`src/rtl/aes_job_arbiter.sv`:
```
// Round-robin arbiter that shares one AES-128 core among NREQ requesters.
// One job in flight; the response carries the owner ID, ciphertext and timeout flag.
module aes_job_arbiter #(
  parameter int NREQ    = 2,
  parameter int KW      = 128,
  parameter int TIMEOUT = 64
) (
  input  logic                 wb_clk_i,
  input  logic                 wb_rst_i,
  input  logic [NREQ-1:0]      req_valid_i,
  output logic [NREQ-1:0]      req_ready_o,
  input  logic [NREQ*128-1:0]  req_pt_i,
  input  logic [NREQ*KW-1:0]   req_key_i,
  output logic [127:0]         aes_state_o,
  output logic [KW-1:0]        aes_key_o,
  output logic                 aes_start_o,
  input  logic [127:0]         aes_ct_i,
  input  logic                 aes_valid_i,
  output logic                 resp_valid_o,
  input  logic                 resp_ready_i,
  output logic [1:0]           resp_id_o,
  output logic [127:0]         resp_ct_o,
  output logic                 resp_err_o,
  output logic                 busy_o,
  output logic [7:0]           err_cnt_o
);

  typedef enum logic [1:0] {
    IDLE  = 2'd0,
    START = 2'd1,
    BUSY  = 2'd2,
    RESP  = 2'd3
  } state_t;

  state_t         state_r;
  state_t         state_s;
  logic [1:0]     last_r;
  logic [1:0]     grant_s;
  logic [1:0]     hi_idx_s;
  logic [1:0]     lo_idx_s;
  logic           hi_found_s;
  logic           lo_found_s;
  logic           grant_found_s;
  logic           accept_s;
  logic           done_s;
  logic           tmo_s;
  logic           v_r;
  logic [15:0]    cnt_r;
  logic [127:0]   pt_sel_s;
  logic [KW-1:0]  key_sel_s;

  // Rotating priority: lowest valid index above last wins, else lowest valid index overall.
  always_comb begin
    hi_found_s = 1'b0;
    lo_found_s = 1'b0;
    hi_idx_s   = 2'd0;
    lo_idx_s   = 2'd0;
    for (int i = NREQ - 1; i >= 0; i--) begin
      if (req_valid_i[i] && (i > int'(last_r))) begin
        hi_found_s = 1'b1;
        hi_idx_s   = 2'(i);
      end else if (req_valid_i[i]) begin
        lo_found_s = 1'b1;
        lo_idx_s   = 2'(i);
      end else begin
        lo_found_s = lo_found_s;
      end
    end
    grant_found_s = hi_found_s | lo_found_s;
    if (hi_found_s) begin
      grant_s = hi_idx_s;
    end else begin
      grant_s = lo_idx_s;
    end
  end

  always_comb begin
    pt_sel_s    = 128'd0;
    key_sel_s   = {KW{1'b0}};
    req_ready_o = {NREQ{1'b0}};
    for (int i = 0; i < NREQ; i++) begin
      if (grant_s == 2'(i)) begin
        pt_sel_s       = req_pt_i[128*i +: 128];
        key_sel_s      = req_key_i[KW*i +: KW];
        req_ready_o[i] = (state_r == IDLE) && grant_found_s && !wb_rst_i;
      end else begin
        req_ready_o[i] = 1'b0;
      end
    end
  end

  assign accept_s = (state_r == IDLE) && grant_found_s;
  // Only a fresh rising edge inside BUSY completes a job; a stale level never does.
  assign done_s   = (state_r == BUSY) && aes_valid_i && !v_r;
  assign tmo_s    = (state_r == BUSY) && !done_s && (cnt_r == 16'(TIMEOUT - 1));

  always_comb begin
    state_s = state_r;
    case (state_r)
      IDLE: begin
        if (accept_s) state_s = START;
        else          state_s = IDLE;
      end
      START: state_s = BUSY;
      BUSY: begin
        if (done_s || tmo_s) state_s = RESP;
        else                 state_s = BUSY;
      end
      RESP: begin
        if (resp_ready_i) state_s = IDLE;
        else              state_s = RESP;
      end
      default: state_s = IDLE;
    endcase
  end

  always_ff @(posedge wb_clk_i or posedge wb_rst_i) begin
    if (wb_rst_i) state_r <= IDLE;
    else          state_r <= state_s;
  end

  // Status outputs are registered from the next state so they line up with the state itself.
  always_ff @(posedge wb_clk_i or posedge wb_rst_i) begin
    if (wb_rst_i) begin
      v_r          <= 1'b0;
      last_r       <= 2'(NREQ - 1);
      cnt_r        <= 16'd0;
      aes_state_o  <= 128'd0;
      aes_key_o    <= {KW{1'b0}};
      aes_start_o  <= 1'b0;
      busy_o       <= 1'b0;
      resp_valid_o <= 1'b0;
      resp_id_o    <= 2'd0;
      resp_ct_o    <= 128'd0;
      resp_err_o   <= 1'b0;
      err_cnt_o    <= 8'd0;
    end else begin
      v_r          <= aes_valid_i;
      aes_start_o  <= (state_s == START);
      busy_o       <= (state_s != IDLE);
      resp_valid_o <= (state_s == RESP);
      if (accept_s) begin
        aes_state_o <= pt_sel_s;
        aes_key_o   <= key_sel_s;
        resp_id_o   <= grant_s;
        last_r      <= grant_s;
      end
      if (state_r == START) begin
        cnt_r <= 16'd0;
      end else if ((state_r == BUSY) && !done_s && !tmo_s) begin
        cnt_r <= cnt_r + 16'd1;
      end
      if (done_s) begin
        resp_ct_o  <= aes_ct_i;
        resp_err_o <= 1'b0;
      end else if (tmo_s) begin
        resp_ct_o  <= 128'd0;
        resp_err_o <= 1'b1;
        if (err_cnt_o != 8'hFF) err_cnt_o <= err_cnt_o + 8'd1;
      end
    end
  end

endmodule

```
`config.mk`:
```
export PLATFORM = sky130hd
export DESIGN_NAME = aes_job_arbiter
export DESIGN_NICKNAME = d
export VERILOG_FILES = /design/src/rtl/aes_job_arbiter.sv
export SDC_FILE = /design/constraint.sdc
export NUM_CORES = 1
export LEC_CHECK = 0
export BUFFER_PORTS_ARGS = -buffer_cell sky130_fd_sc_hd__buf_2
export CAP_MARGIN = 20
export CORE_AREA = 3 3 407 409
export CTS_BUF_LIST = sky130_fd_sc_hd__clkbuf_8
export DETAILED_ROUTE_END_ITERATION = 10
export DIE_AREA = 0 0 410 412
export GPL_TIMING_DRIVEN = 0
export PLACE_DENSITY = 0.38
export SLEW_MARGIN = 0
export SYNTH_ARGS = -nofsm -noshare
export SYNTH_HDL_FRONTEND = slang
export SYNTH_SLANG_ARGS = --single-unit
```
`constraint.sdc`:
```
create_clock -name wb_clk_i -period 13.1 [get_ports wb_clk_i]
set_clock_uncertainty 0.15 [all_clocks]
set_input_delay 1.31 -clock wb_clk_i [delete_from_list [all_inputs] [get_ports wb_clk_i]]
set_output_delay 1.31 -clock wb_clk_i [all_outputs]
set_load 0.1 [all_outputs]
```
# == After elaboration in Yosys (flattened, before gate mapping) ==
# Index checks and enable logic that the tools add are counted.
# op_classes
eq_ne,8
mux,25
reduce_logical,19
bitwise,2
addsub,2
order_cmp,1
# op_table
op,count
128-bit two-way mux,6
16-bit two-way mux,2
"16-bit by 1-bit adder with 16-bit output, second input constant",1
"16-bit by 6-bit equality test with 1-bit output, second input constant",1
1-bit two-way mux,13
"8-bit by 1-bit adder with 8-bit output, second input constant",1
1-bit logical AND,8
"8-bit inequality test, second input constant",1
2-bit one-hot mux with 4 select lines,1
"2-bit by 1-bit equality test with 1-bit output, second input constant",3
"2-bit equality test, second input constant",3
2-bit two-way mux,3
2-bit nonzero test,3
1-bit logical NOT,4
2-bit logical NOT,2
3-bit AND reduction,1
"1-bit by 2-bit greater-than comparator with 1-bit output, first input constant",1
1-bit logical OR,1
1-bit inverter,1
1-bit bitwise OR,1
# word_totals
inputBits,646
out_inout_bits,400
register_bits,419

# == Logic depth before layout (Yosys ltp) ==
# logic_depth
ltp_word,10
depth_mapped,8
mapped_depth_nobuf,5

# == Worst setup path after synthesis ==
# OpenSTA, ideal clock, no wires.
# synth_timing
path_kind,input -> output
start,in req_valid_i[0]
end,out req_ready_o[1]
required_time_ns,11.640
arrival_time_ns,3.932
path_stages,5
slack_ns,7.708
path_cell_list,nand2_1 nand2_1 clkbuf_1 clkbuf_1 nor3_1
# synth_between
elab_chain_len,5
word_cells_on_any_way,8
classes_between,eq/ne (1); mux (4); bitwise (1); reduce/logical (2)
# synth_rtl
item,line_no,text
from (decl),10,"input logic [NREQ-1:0] req_valid_i,"
1-bit two-way mux,62,end else if (req_valid_i[i]) begin
1-bit bitwise OR,69,grant_found_s = hi_found_s | lo_found_s;
1-bit logical AND (2 in a row),85,req_ready_o[i] = (state_r == IDLE) && grant_found_s && !wb_rst_i;
1-bit two-way mux *,82,if (grant_s == 2'(i)) begin
to (decl),11,"output logic [NREQ-1:0] req_ready_o,"
# Every way passes the cells marked *; elsewhere a longest branch is shown, timed or not.

# == Worst setup path in the final report ==
# Same ends and word-level chain as after synthesis.

==> flow_summary.json <==
{
  "setup-violations-final": 0,
  "die_w_um": 410,
  "critPathLaunchType": "input port",
  "seq_area_um2": 10400,
  "synthFlopType": "dfrtp_1",
  "drt-total-wl_mm": 139,
  "cts_made_buffers": 90,
  "drv_cap": 0,
  "grt_util_all_layers_pct": 15.8,
  "cts_tree": "done",
  "cts_max_path_buffers": 3,
  "maxSlewViolCount": 0,
  "synthCells": 2123,
  "critPathKind": "input port to output pin",
  "root_buffer": "clkbuf_8",
  "yosysSeqAreaShare_pct": 57.8,
  "grt_pass1_vias": 21500,
  "cp_max_fo": 10,
  "cts_num_sinks": 417,
  "die_area_um2": 169000,
  "drtIter0Drc": 1289,
  "htree_levels": 3,
  "via_per_inst": 3.76,
  "gp_congestion": 0.921,
  "post-route-min-period_ns": 5.30,
  "finalCritPeriodShare_pct": 40.5,
  "port_buffers": 1044,
  "crit_path_max_incr_delay_ns": 0.82,
  "cp_cell_sequence": "buf_2, nand2_1, nand2_1, clkbuf_1, clkbuf_1, nor3_1, buf_2",
  "num_rows": 148,
  "core_um2": 162000,
  "insertion_delay_ns": 0.77,
  "grt_max_degree": 114,
  "antenna_found_initial": 43,
  "postSynth.asyncResetShare_pct": 100,
  "drc": 0,
  "clk_pin_slew_ns": 0.07,
  "crit_arrival_ns": 3.84,
  "drive_gt1_share_pct": 37.0,
  "synth-warning-count": 0,
  "die_h_um": 412,
  "required_ns": 11.64,
  "status": "complete, no violations",
  "synth_fp_nets": 2771,
  "vias": 20800,
  "io_pins": 1046,
  "multiInputGateArea_um2": 6960,
  "hpwl_mm": 115,
  "final_hold_viol_count": 0,
  "start_util_pct": 11.1,
  "hold_class": "flip-flop to flip-flop",
  "post_dp_cell_area_um2": 26200,
  "netlist_area_um2": 18100,
  "wire_per_inst_um": 25.2,
  "cts_hold_buf": 0,
  "syn_area_per_cell_um2": 8.51,
  "final_util_pct": 17.3,
  "post_cts_buffers": 0,
  "synth_seq_cells": 417,
  "cts_resized": 0,
  "final_area_um2": 28100,
  "fillers": 18800,
  "rsz0062_at_grt": "false",
  "relSlewSlack_pct": 31.3,
  "grt_pass1_wl_mm": 184,
  "crit_slowest_cell": "clkbuf_1",
  "antenna_left": 0,
  "endpoint_kind": "output pin",
  "area_growth_pct": 55.5,
  "dr.pass1.iters": 5,
  "grt_remaining_overflow": 0,
  "ys_types": 45,
  "clock.fmax_mhz": 189,
  "synth-edff-count": 0,
  "worstMarginPinSlew_ns": 1.03,
  "finalNetCount": 3917
}
registers in the layout, summed over array words and instances, names as in the netlist:
name	cells
aes_key_o	128
resp_id_o	1
resp_ct_o	128
aes_start_o	1
v_r	1
resp_err_o	1
busy_o	1
aes_state_o	128
last_r	1
resp_valid_o	1
state_r	2
cnt_r	16
err_cnt_o	8
worst max-delay path, delay by kind of cell:
| family | cells | cell delay (ns) |
|---|---|---|
| buf+inv | 4 | 1.91 |
| simple gates | 3 | 0.60 |
per-layer routing:
metal  up-vias  wire length [um]  GRT usage (%)  share of wire [%]
met3       186             10600           4.21                7.6
li1       9419                 -              -                  -
met2       898             71500           28.8                 51
met1     10200             53300           18.0                 38
met4        12              3750           4.60                2.7
met5         -                58              0              0.042
final timing paths:
check | startpoint | endpoint | slack, ns | depth (start not counted)
worst max-delay path | req_valid_i[0] | req_ready_o[1] | 7.80 | 7
worst min-delay path | last_r[0]$_DFFE_PP1P_ | last_r[0]$_DFFE_PP1P_ | 0.34 | 2
worst max register to register | state_r[1]$_DFF_PP0_ | aes_key_o[38]$_DFFE_PP0P_ | 9.65 | 7
worst min register to register | last_r[0]$_DFFE_PP1P_ | last_r[0]$_DFFE_PP1P_ | 0.34 | 2
max in group asynchronous | wb_rst_i | resp_ct_o[23]$_DFFE_PP0P_ | 10.95 | 4
min in group asynchronous | wb_rst_i | aes_state_o[103]$_DFFE_PP0P_ | 0.37 | 2
layout by cell type (no fill, tap or decap), types with 3 or more instances in the layout:
cell / count
buf_2: 1065
nand2_1: 789
dfrtp_1: 416
nor2_1: 265
a31oi_1: 258
o21ai_0: 133
clkbuf_8: 112
clkbuf_1: 108
inv_1: 32
diode_2: 16
clkbuf_2: 14
buf_1: 12
a21oi_1: 9
nand3_1: 9
or4_1: 7
clkinv_2: 6
nand4_1: 5
nor3_1: 5
o211ai_1: 5
o31ai_1: 5
nor4_1: 5
buf_16: 5
and4_1: 4
nand2b_1: 4
buf_4: 4
inv_8: 3
nor2b_1: 3
mux2i_1: 3
xnor2_1: 3
or3_1: 3
xor2_1: 3
buf_8: 3
through the flow:
step / TNS, ns / setup slack (ns) / cells / hold WS (ns)
4_1_cts: 0 / 7.65 / 5506 / 0.225
5_1_grt: 0 / 7.63 / 5515 / 0.291
2_1_floorplan: 0 / 0.0352 / 2123 / 0.311
3_3_place_gp: -3199.07 / -7.85 / 5342 / 0.315
3_5_place_dp: 0 / 7.70 / 5352 / 0.321
6_report: 0 / 7.80 / 5522 / 0.335
synth_stat cells (5+ instances only):
cell      instances  share of area, %
buf_2            21              0.58
clkbuf_2          9              0.25
buf_1            12              0.25
dfrtp_1         416                58
o31ai_1           5              0.21
nor4_1            5              0.17
o21ai_0         133               3.7
nor2_1          265               5.5
or4_1             7              0.29
o211ai_1          5              0.21
nand3_1           9              0.25
nor3_1            5              0.14
nand2_1         789                16
nand4_1           5              0.17
a31oi_1         258               8.9
clkbuf_1        113               2.3
a21oi_1           9              0.25
layout make-up:
| class | count | area share (%) |
|---|---|---|
| Antenna cell | 16 | 0.143 |
| Buffer | 159 | 2.33 |
| Clock buffer | 112 | 5.49 |
| Clock inverter | 42 | 0.936 |
| Inverter | 5 | 0.0936 |
| Multi-Input combinational cell | 1542 | 24.8 |
| Sequential cell | 417 | 37.2 |
| Tap cell | 2175 | 9.69 |
| Timing Repair Buffer | 1054 | 19.4 |
kinds of logic (layout without fill, tap and decap cells):
logic type	after synthesis	after routing	share of synthesized area, %
AND/OR/NAND/NOR	1112	1112	24.2
AO/OA/AOI/OAI	417	417	13.6
flip-flops	417	417	57.8
buffers and inverters	164	1372	3.70
XOR/XNOR	6	6	0.291
multiplexers	4	4	0.249
adder cells (fa/ha/maj)	2	2	0.139
other	1	17	0.0208
Power is left out: the tool's default activity adds up to more than one toggle a clock period on the data nets, which glitch-free logic cannot reach.
